$ cat config.mk
export PLATFORM = sky130hd
export DESIGN_NAME = step_ctrl
export DESIGN_NICKNAME = d
export VERILOG_FILES = /design/src/rtl/computer_pkg.sv /design/src/rtl/btn_conditioner.sv /design/src/rtl/step_ctrl.sv
export SDC_FILE = /design/constraint.sdc
export NUM_CORES = 1
export LEC_CHECK = 0
export ABC_AREA = 1
export BUFFER_PORTS_ARGS = -buffer_cell sky130_fd_sc_hd__buf_4
export CAP_MARGIN = 20
export CORE_ASPECT_RATIO = 0.7
export CORE_MARGIN = 1.5
export CORE_UTILIZATION = 50
export CTS_CLUSTER_DIAMETER = 120
export DETAILED_ROUTE_END_ITERATION = 8
export MAX_ROUTING_LAYER = met4
export PLACE_DENSITY = 0.74
export REMOVE_ABC_BUFFERS = 1
export SLEW_MARGIN = 10
export SYNTH_ARGS = -nofsm -noshare
export SYNTH_HDL_FRONTEND = slang
export SYNTH_SLANG_ARGS = --single-unit
$ cat constraint.sdc
create_clock -name clk -period 2.01 [get_ports clk]
set_clock_uncertainty 0.2 [all_clocks]
set_input_delay 0 -clock clk [delete_from_list [all_inputs] [get_ports clk]]
set_output_delay 0 -clock clk [all_outputs]
set_load 0.1 [all_outputs]
$ cat src/rtl/computer_pkg.sv
// Shared types and default timing constants for the single-step computer front end.
package computer_pkg;

  typedef enum logic [1:0] {
    SS   = 2'd0,
    RUN  = 2'd1,
    HALT = 2'd2
  } step_state_t;

  localparam int unsigned DEBOUNCE_CYCLES_50M = 1_000_000;
  localparam int unsigned RUN_DIV_4HZ         = 12_500_000;

  // Bits needed for a down-counter loaded with n-1.
  function automatic int unsigned cnt_width(input int unsigned n);
    return (n < 2) ? 1 : $clog2(n);
  endfunction

endpackage

$ cat src/rtl/btn_conditioner.sv
// Raw active-low key -> synchronised, debounced, one-cycle press pulse on the 0->1
// transition of the accepted level.
module btn_conditioner
  import computer_pkg::*;
#(
  parameter int unsigned DEBOUNCE_CYCLES = DEBOUNCE_CYCLES_50M
) (
  input  logic clk,
  input  logic reset,
  input  logic key_n,
  output logic press
);

  localparam int unsigned DB_W = cnt_width(DEBOUNCE_CYCLES);
  localparam logic [DB_W-1:0] DB_LOAD = DB_W'(DEBOUNCE_CYCLES - 1);

  logic            sync1_q, sync2_q;
  logic [DB_W-1:0] db_cnt_q, db_cnt_d;
  logic            stable_q, stable_d;
  logic            stable_dly_q;
  logic            press_q, press_d;

  // A pending change sits in sync1 vs sync2, so the count restarts as the new level lands.
  always_comb begin
    db_cnt_d = db_cnt_q;
    stable_d = stable_q;
    if (sync1_q != sync2_q) begin
      db_cnt_d = DB_LOAD;
    end else if (db_cnt_q != '0) begin
      db_cnt_d = db_cnt_q - 1'b1;
    end else begin
      stable_d = sync2_q;
    end
    press_d = stable_q & ~stable_dly_q;
  end

  always_ff @(posedge clk or negedge reset) begin
    if (!reset) begin
      sync1_q      <= 1'b0;
      sync2_q      <= 1'b0;
      db_cnt_q     <= '0;
      stable_q     <= 1'b0;
      stable_dly_q <= 1'b0;
      press_q      <= 1'b0;
    end else begin
      sync1_q      <= ~key_n;
      sync2_q      <= sync1_q;
      db_cnt_q     <= db_cnt_d;
      stable_q     <= stable_d;
      stable_dly_q <= stable_q;
      press_q      <= press_d;
    end
  end

  assign press = press_q;

endmodule

$ cat src/rtl/step_ctrl.sv
// Single-step / free-run / breakpoint-halt controller producing one-cycle core
// clock-enable pulses from the STEP and MODE keys.
//
//   state | meaning
//   ------+-------------------------------------------------------------
//   SS    | single-step: each STEP press issues one step_en
//   RUN   | free-run: one step_en per RUN_DIV cycles, halts on breakpoint
//   HALT  | stopped at breakpoint: STEP steps out to SS, MODE resumes RUN
module step_ctrl
  import computer_pkg::*;
#(
  parameter int unsigned DEBOUNCE_CYCLES = DEBOUNCE_CYCLES_50M,
  parameter int unsigned RUN_DIV         = RUN_DIV_4HZ,
  parameter int unsigned CNT_W           = 16
) (
  input  logic             clk,
  input  logic             reset,
  input  logic             btn_step_n,
  input  logic             btn_mode_n,
  input  logic [31:0]      pc,
  input  logic             bp_en,
  input  logic [31:0]      bp_addr,
  output logic             step_en,
  output logic             run_active,
  output logic             halted,
  output logic [CNT_W-1:0] step_count
);

  localparam int unsigned PRESC_W = cnt_width(RUN_DIV);
  localparam logic [PRESC_W-1:0] PRESC_LOAD = PRESC_W'(RUN_DIV - 1);

  logic step_p, mode_p;

  btn_conditioner #(.DEBOUNCE_CYCLES(DEBOUNCE_CYCLES)) u_step_btn (
    .clk   (clk),
    .reset (reset),
    .key_n (btn_step_n),
    .press (step_p)
  );

  btn_conditioner #(.DEBOUNCE_CYCLES(DEBOUNCE_CYCLES)) u_mode_btn (
    .clk   (clk),
    .reset (reset),
    .key_n (btn_mode_n),
    .press (mode_p)
  );

  step_state_t        state_q, state_d;
  logic [PRESC_W-1:0] presc_q, presc_d;
  logic               bp_mask_q, bp_mask_d;
  logic               step_en_q, step_en_d;
  logic [CNT_W-1:0]   step_count_q, step_count_d;
  logic               run_active_q, halted_q;
  logic               bp_hit, presc_tc;

  assign bp_hit   = bp_en && (pc == bp_addr) && !bp_mask_q;
  assign presc_tc = (presc_q == '0);

  // Prescaler is a down-counter; loading RUN_DIV-1 is the "prescaler = 0" start point.
  always_comb begin
    state_d   = state_q;
    presc_d   = presc_q;
    bp_mask_d = bp_mask_q;
    step_en_d = 1'b0;
    case (state_q)
      SS: begin
        if (mode_p) begin
          state_d = RUN;
          presc_d = PRESC_LOAD;
        end else if (step_p) begin
          step_en_d = 1'b1;
        end
      end
      RUN: begin
        if (mode_p) begin
          state_d = SS;
        end else if (presc_tc) begin
          presc_d = PRESC_LOAD;
          if (bp_hit) begin
            state_d = HALT;
          end else begin
            step_en_d = 1'b1;
            bp_mask_d = 1'b0;
          end
        end else begin
          presc_d = presc_q - 1'b1;
        end
      end
      HALT: begin
        if (mode_p) begin
          state_d   = RUN;
          presc_d   = PRESC_LOAD;
          bp_mask_d = 1'b1;
        end else if (step_p) begin
          step_en_d = 1'b1;
          state_d   = SS;
        end
      end
      default: state_d = SS;
    endcase
    step_count_d = step_en_d ? step_count_q + 1'b1 : step_count_q;
  end

  always_ff @(posedge clk or negedge reset) begin
    if (!reset) begin
      state_q      <= SS;
      presc_q      <= '0;
      bp_mask_q    <= 1'b0;
      step_en_q    <= 1'b0;
      step_count_q <= '0;
      run_active_q <= 1'b0;
      halted_q     <= 1'b0;
    end else begin
      state_q      <= state_d;
      presc_q      <= presc_d;
      bp_mask_q    <= bp_mask_d;
      step_en_q    <= step_en_d;
      step_count_q <= step_count_d;
      run_active_q <= (state_d == RUN);
      halted_q     <= (state_d == HALT);
    end
  end

  assign step_en    = step_en_q;
  assign run_active = run_active_q;
  assign halted     = halted_q;
  assign step_count = step_count_q;

endmodule

### Word-level counts from Yosys, hierarchy flattened

Cells that the tools add are included.

* bits in registers: 96

* $add $sub $neg: 4
* equality and inequality tests: 12
* multiplexer cells: 26
* bitwise operators: 10
* reductions and logical operators: 16

Operators with widths (number)
* 20-bit 2-to-1 mux: 4
* 24-bit 2-to-1 mux: 3
* 24-bit one-hot mux with 2 select lines: 1
* 20-bit nonzero test: 2
* 20-bit by 1-bit subtractor with 20-bit output (second input constant): 2
* 32-bit equality test: 1
* 24-bit zero test: 1
* 24-bit by 1-bit subtractor with 24-bit output (second input constant): 1
* 16-bit by 1-bit adder with 16-bit output (second input constant): 1
* 2-bit 2-to-1 mux: 6
* 1-bit 2-to-1 mux: 9
* 1-bit inverter: 8
* 2-bit nonzero test: 4
* 2-bit inequality test (second input constant): 3
* 2-bit one-hot mux with 3 select lines: 1
* 5-bit AND reduction: 1
* 2-bit by 1-bit equality test with 1-bit output (second input constant): 2
* 2-bit equality test (second input constant): 2
* 2-bit by 1-bit inequality test with 1-bit output (second input constant): 2
* 1-bit one-hot mux with 2 select lines: 2
* 2-bit AND reduction: 2
* 3-bit AND reduction: 1
* 1-bit AND: 2
* 1-bit logical AND: 2
* other kinds (4): 5

### Depth between registers and ports, before layout

* depth after elaboration: 8
* mapped depth: 14
* mapped depth without buffers: 13

### Modules after synthesis

Synthesis repeated with hierarchy kept, for this count alone.

* cell total of the unflattened synthesis: 965
* area total of the unflattened synthesis: 6496.2 sq um

Modules (own cells, without submodules)
* step_ctrl: instances 1, cells each 537, area each 3515.9 sq um, seq. area each 1151.1 sq um
* btn_conditioner: instances 2, cells each 214, area each 1490.2 sq um, seq. area each 625.6 sq um

### Least setup slack after synthesis

OpenSTA, ideal clock, no wires.

* path type: register to register
* start point: register step_count_q[1] (netlist: step_count[1])
* end point: register step_count_q[14] (netlist: step_count[14])
* library setup time: 0.121 ns
* data arrival time: 2.075 ns
* setup slack: -0.386 ns
* cell stages (with the launch flop): 8
* clock period less this slack: 2.396 ns
* path through: dfrtp_1 -> ha_1 -> nand3_1 -> nor3_1 -> nand3_1 -> xnor2_1 -> nand2_1 -> nand2_1

* word-level cells in the longest chain between the ends: 1

RTL lines
* start: declaration: RTL line step_ctrl.sv:52 `logic [CNT_W-1:0] step_count_q, step_count_d;`
* start signal: assignment: RTL line step_ctrl.sv:118 `step_count_q <= step_count_d;`
* 16-bit by 1-bit adder with 16-bit output: RTL line step_ctrl.sv:101 `step_count_d = step_en_d ? step_count_q + 1'b1 : step_count_q;`

Every way passes these cells.
A chain may end at the register's enable or synchronous reset.

### Worst setup path in the final report

Ends and elaborated chain as after synthesis.

==> metrics.txt <==
status complete, no violations; r2r startpoint step_count[1]; Syn-to-layout area delta 28.5%; largest area contributor in the netlist dfrtp_1; worst hold path type input port to asynchronous set/reset pin; CTS tree built; Pleak 3.77 nW; most frequent cell after synthesis nand2_1; CTS sink cnt 96; DR pass1 iterations 7; Power Dens Cells 614 nW/um2; Num CTS Buffers 9; Post-synth EDFFs 0; Seq/Total Area, Yosys 42.3%; Core Util, Final 66.1%; H-tree depth 3; Yosys reg bits 96; antenna violations before repair 0; Critical R2R Capture step_count[14]; syn avg cell area 7.26 um2; Startpoint Class flip-flop; FF-to-FF path depth 7; GRT Resource Usage Total 25.0%; Max Cap Violations 0; detailed placement HPWL 10.1 mm; io pins 88; largest net degree at the start of global routing 38; worst-margin pin slew 595 ps; die area 12000 um2; grt ovf 0; Starting Density 51.4%; Cells after Synth 783; die width 130 um; setup_tns 0 ps; switching power 1.12 mW; CORE AREA 11100 um2; reg-to-reg slack, setup 40 ps; Period minus WS final 1970 ps; Setup-failing EPs final 0; Critical Path End Type flip-flop; Site Rows 32; 1st-iter DRT viols 524; worst path arrival time 2000 ps; DRC errors left 0; worst ir drop on vdd 462 uV; die height 92.2 um; Final Hold Vio Count 0; yosys warns 0; vias 5560; Crit Path Class flip-flop to flip-flop; layout cell share with drive strength beyond 1 20.0%; fin crit share 98.2%; synth unique cells 41; layout net count 993; Logic pwr share 15.2%; Post-DRT Antenna Nets 0; Post-synth top cells nand2_1, inv_1, nor2_1; Req. time, crit path 2040 ps; area occupied by multi-input gates 2930 um2; Post-Syn Area 5680 um2; Synth top area share 42.3%; ys async rst share 100%; Routed WL 14.3 mm; worst-path fanout max 4; PortBufs 87; RSZ-0062 raised after global routing true; vias in the first global route 5209; n_diodes 0; clock power share 40.3%; Clock Latency Late Sink 340 ps; CTS root buffer clkbuf_16; fmax 507 MHz; Seq. cell area 2400 um2; Layout Cells excl Fill 1077; top cells by area, synth dfrtp_1, nand2_1, inv_1; switching share of power 25.0%; routability cong. 0.981; Reg power frac 44.6%; Internal 3.37 mW; clk slew on worst S/H paths 70 ps; relative slew slack 60.0%; vias per inst 5.16; FILL cells 940; Post-Place Cells 1044; Most used DFF post-synth dfrtp_1; Final Max Tran Viols 0; wire length per cell 13.2 um; Power, Total 4.49 mW; clk buf depth 2; global-route wire length before repair 23.4 mm
==> layout by cell type, fill, tap and decap left out, types with 7 or more instances in the layout <==
cell / count
o21ai_0: 35
nor4_1: 10
xor2_1: 24
nand4_1: 11
nor2_1: 101
nand2_1: 189
o211ai_1: 7
nand3_1: 66
xnor2_1: 20
buf_4: 123
inv_1: 111
clkbuf_16: 9
nor3_1: 19
nor2_2: 10
a21oi_1: 14
dfrtp_1: 96
==> stage by stage <==
stage                     cell area [um2]  worst slack [ps]  hold WS [ps]
after detailed placement             6710             -14.2          -265
final                                7300              36.5          24.1
after global routing                 7300             -43.2          43.7
after floorplan                      5630              -386          -496
after CTS                            7090              18.6          11.1
after global placement               6710              67.2          -270
==> what timing repair did <==
item / 4_1_cts / 5_1_grt
setup endpoints to repair: 15 / 46
hold endpoints to repair: 100 / 0
cloned: 0 / 3
gates resized for setup: 2 / 34
pin swaps: 1 / 5
hold buffers: 6 / 0
buffers inserted: 0 / 7
==> cells by family after synthesis <==
kind of cell    Yosys count  synth area share [%]
simple gates            442                  34.4
buf+inv                 127                  8.72
flops                    96                  42.3
compound gates           69                  6.72
xor+xnor                 44                  6.78
fa+ha+maj                 5                  1.10
==> final cells by class <==
class | instances | area share (%)
timing repair buffer | 131 | 13.9
tap | 153 | 2.62
clock inverter | 5 | 1.11
inverter | 118 | 6.10
multi-input combinational | 563 | 40.1
sequential | 96 | 32.9
clock buffer | 11 | 3.19
==> critical path, stage by stage, from the launching register on <==
cell	delay [ps]
dfrtp_1	420
ha_1	250
nand3_1	150
nor3_1	320
nand3_1	220
xnor2_1	180
nand2_1	70
nand2_1	50
==> worst max path at each step <==
stage,end,startpoint,slack [ps],cells after the start
CTS,u_step_btn.db_cnt_q[17],u_step_btn.db_cnt_q[1],20,13
floorplan,step_count[14],step_count[1],-390,7
finish,step_count[14],step_count[1],40,7
global placement,step_count[14],presc_q[0],70,10
detailed placement,step_count[5],presc_q[0],-10,10
global route,step_count[7],presc_q[11],-40,10
==> metal layers <==
layer  track usage (%)  vias up  share of wire (%)
met5                 -        -                  0
met4              4.76        0                1.1
li1                  -     2775                  -
met1              35.0     2571                 48
met3              4.67       26                5.5
met2              38.2      188                 46
==> state kept, by name, indices dropped and copies added, names as in the netlist, 2 cells and up <==
name	cells
presc_q	24
u_mode_btn.db_cnt_q	20
step_count	16
state_q	2
u_step_btn.db_cnt_q	20
==> power by group through the flow <==
stage                     Combinational [mW]  Clock, mW  Sequential, mW
after floorplan                        0.317          0            2.03
after global placement                 0.578          0            2.03
after detailed placement               0.598          0            2.03
after CTS                              0.610       1.85            2.00
after global routing                   0.753       1.91            2.00
final                                  0.680       1.81            2.00
(Power assumes the default switching activity.)
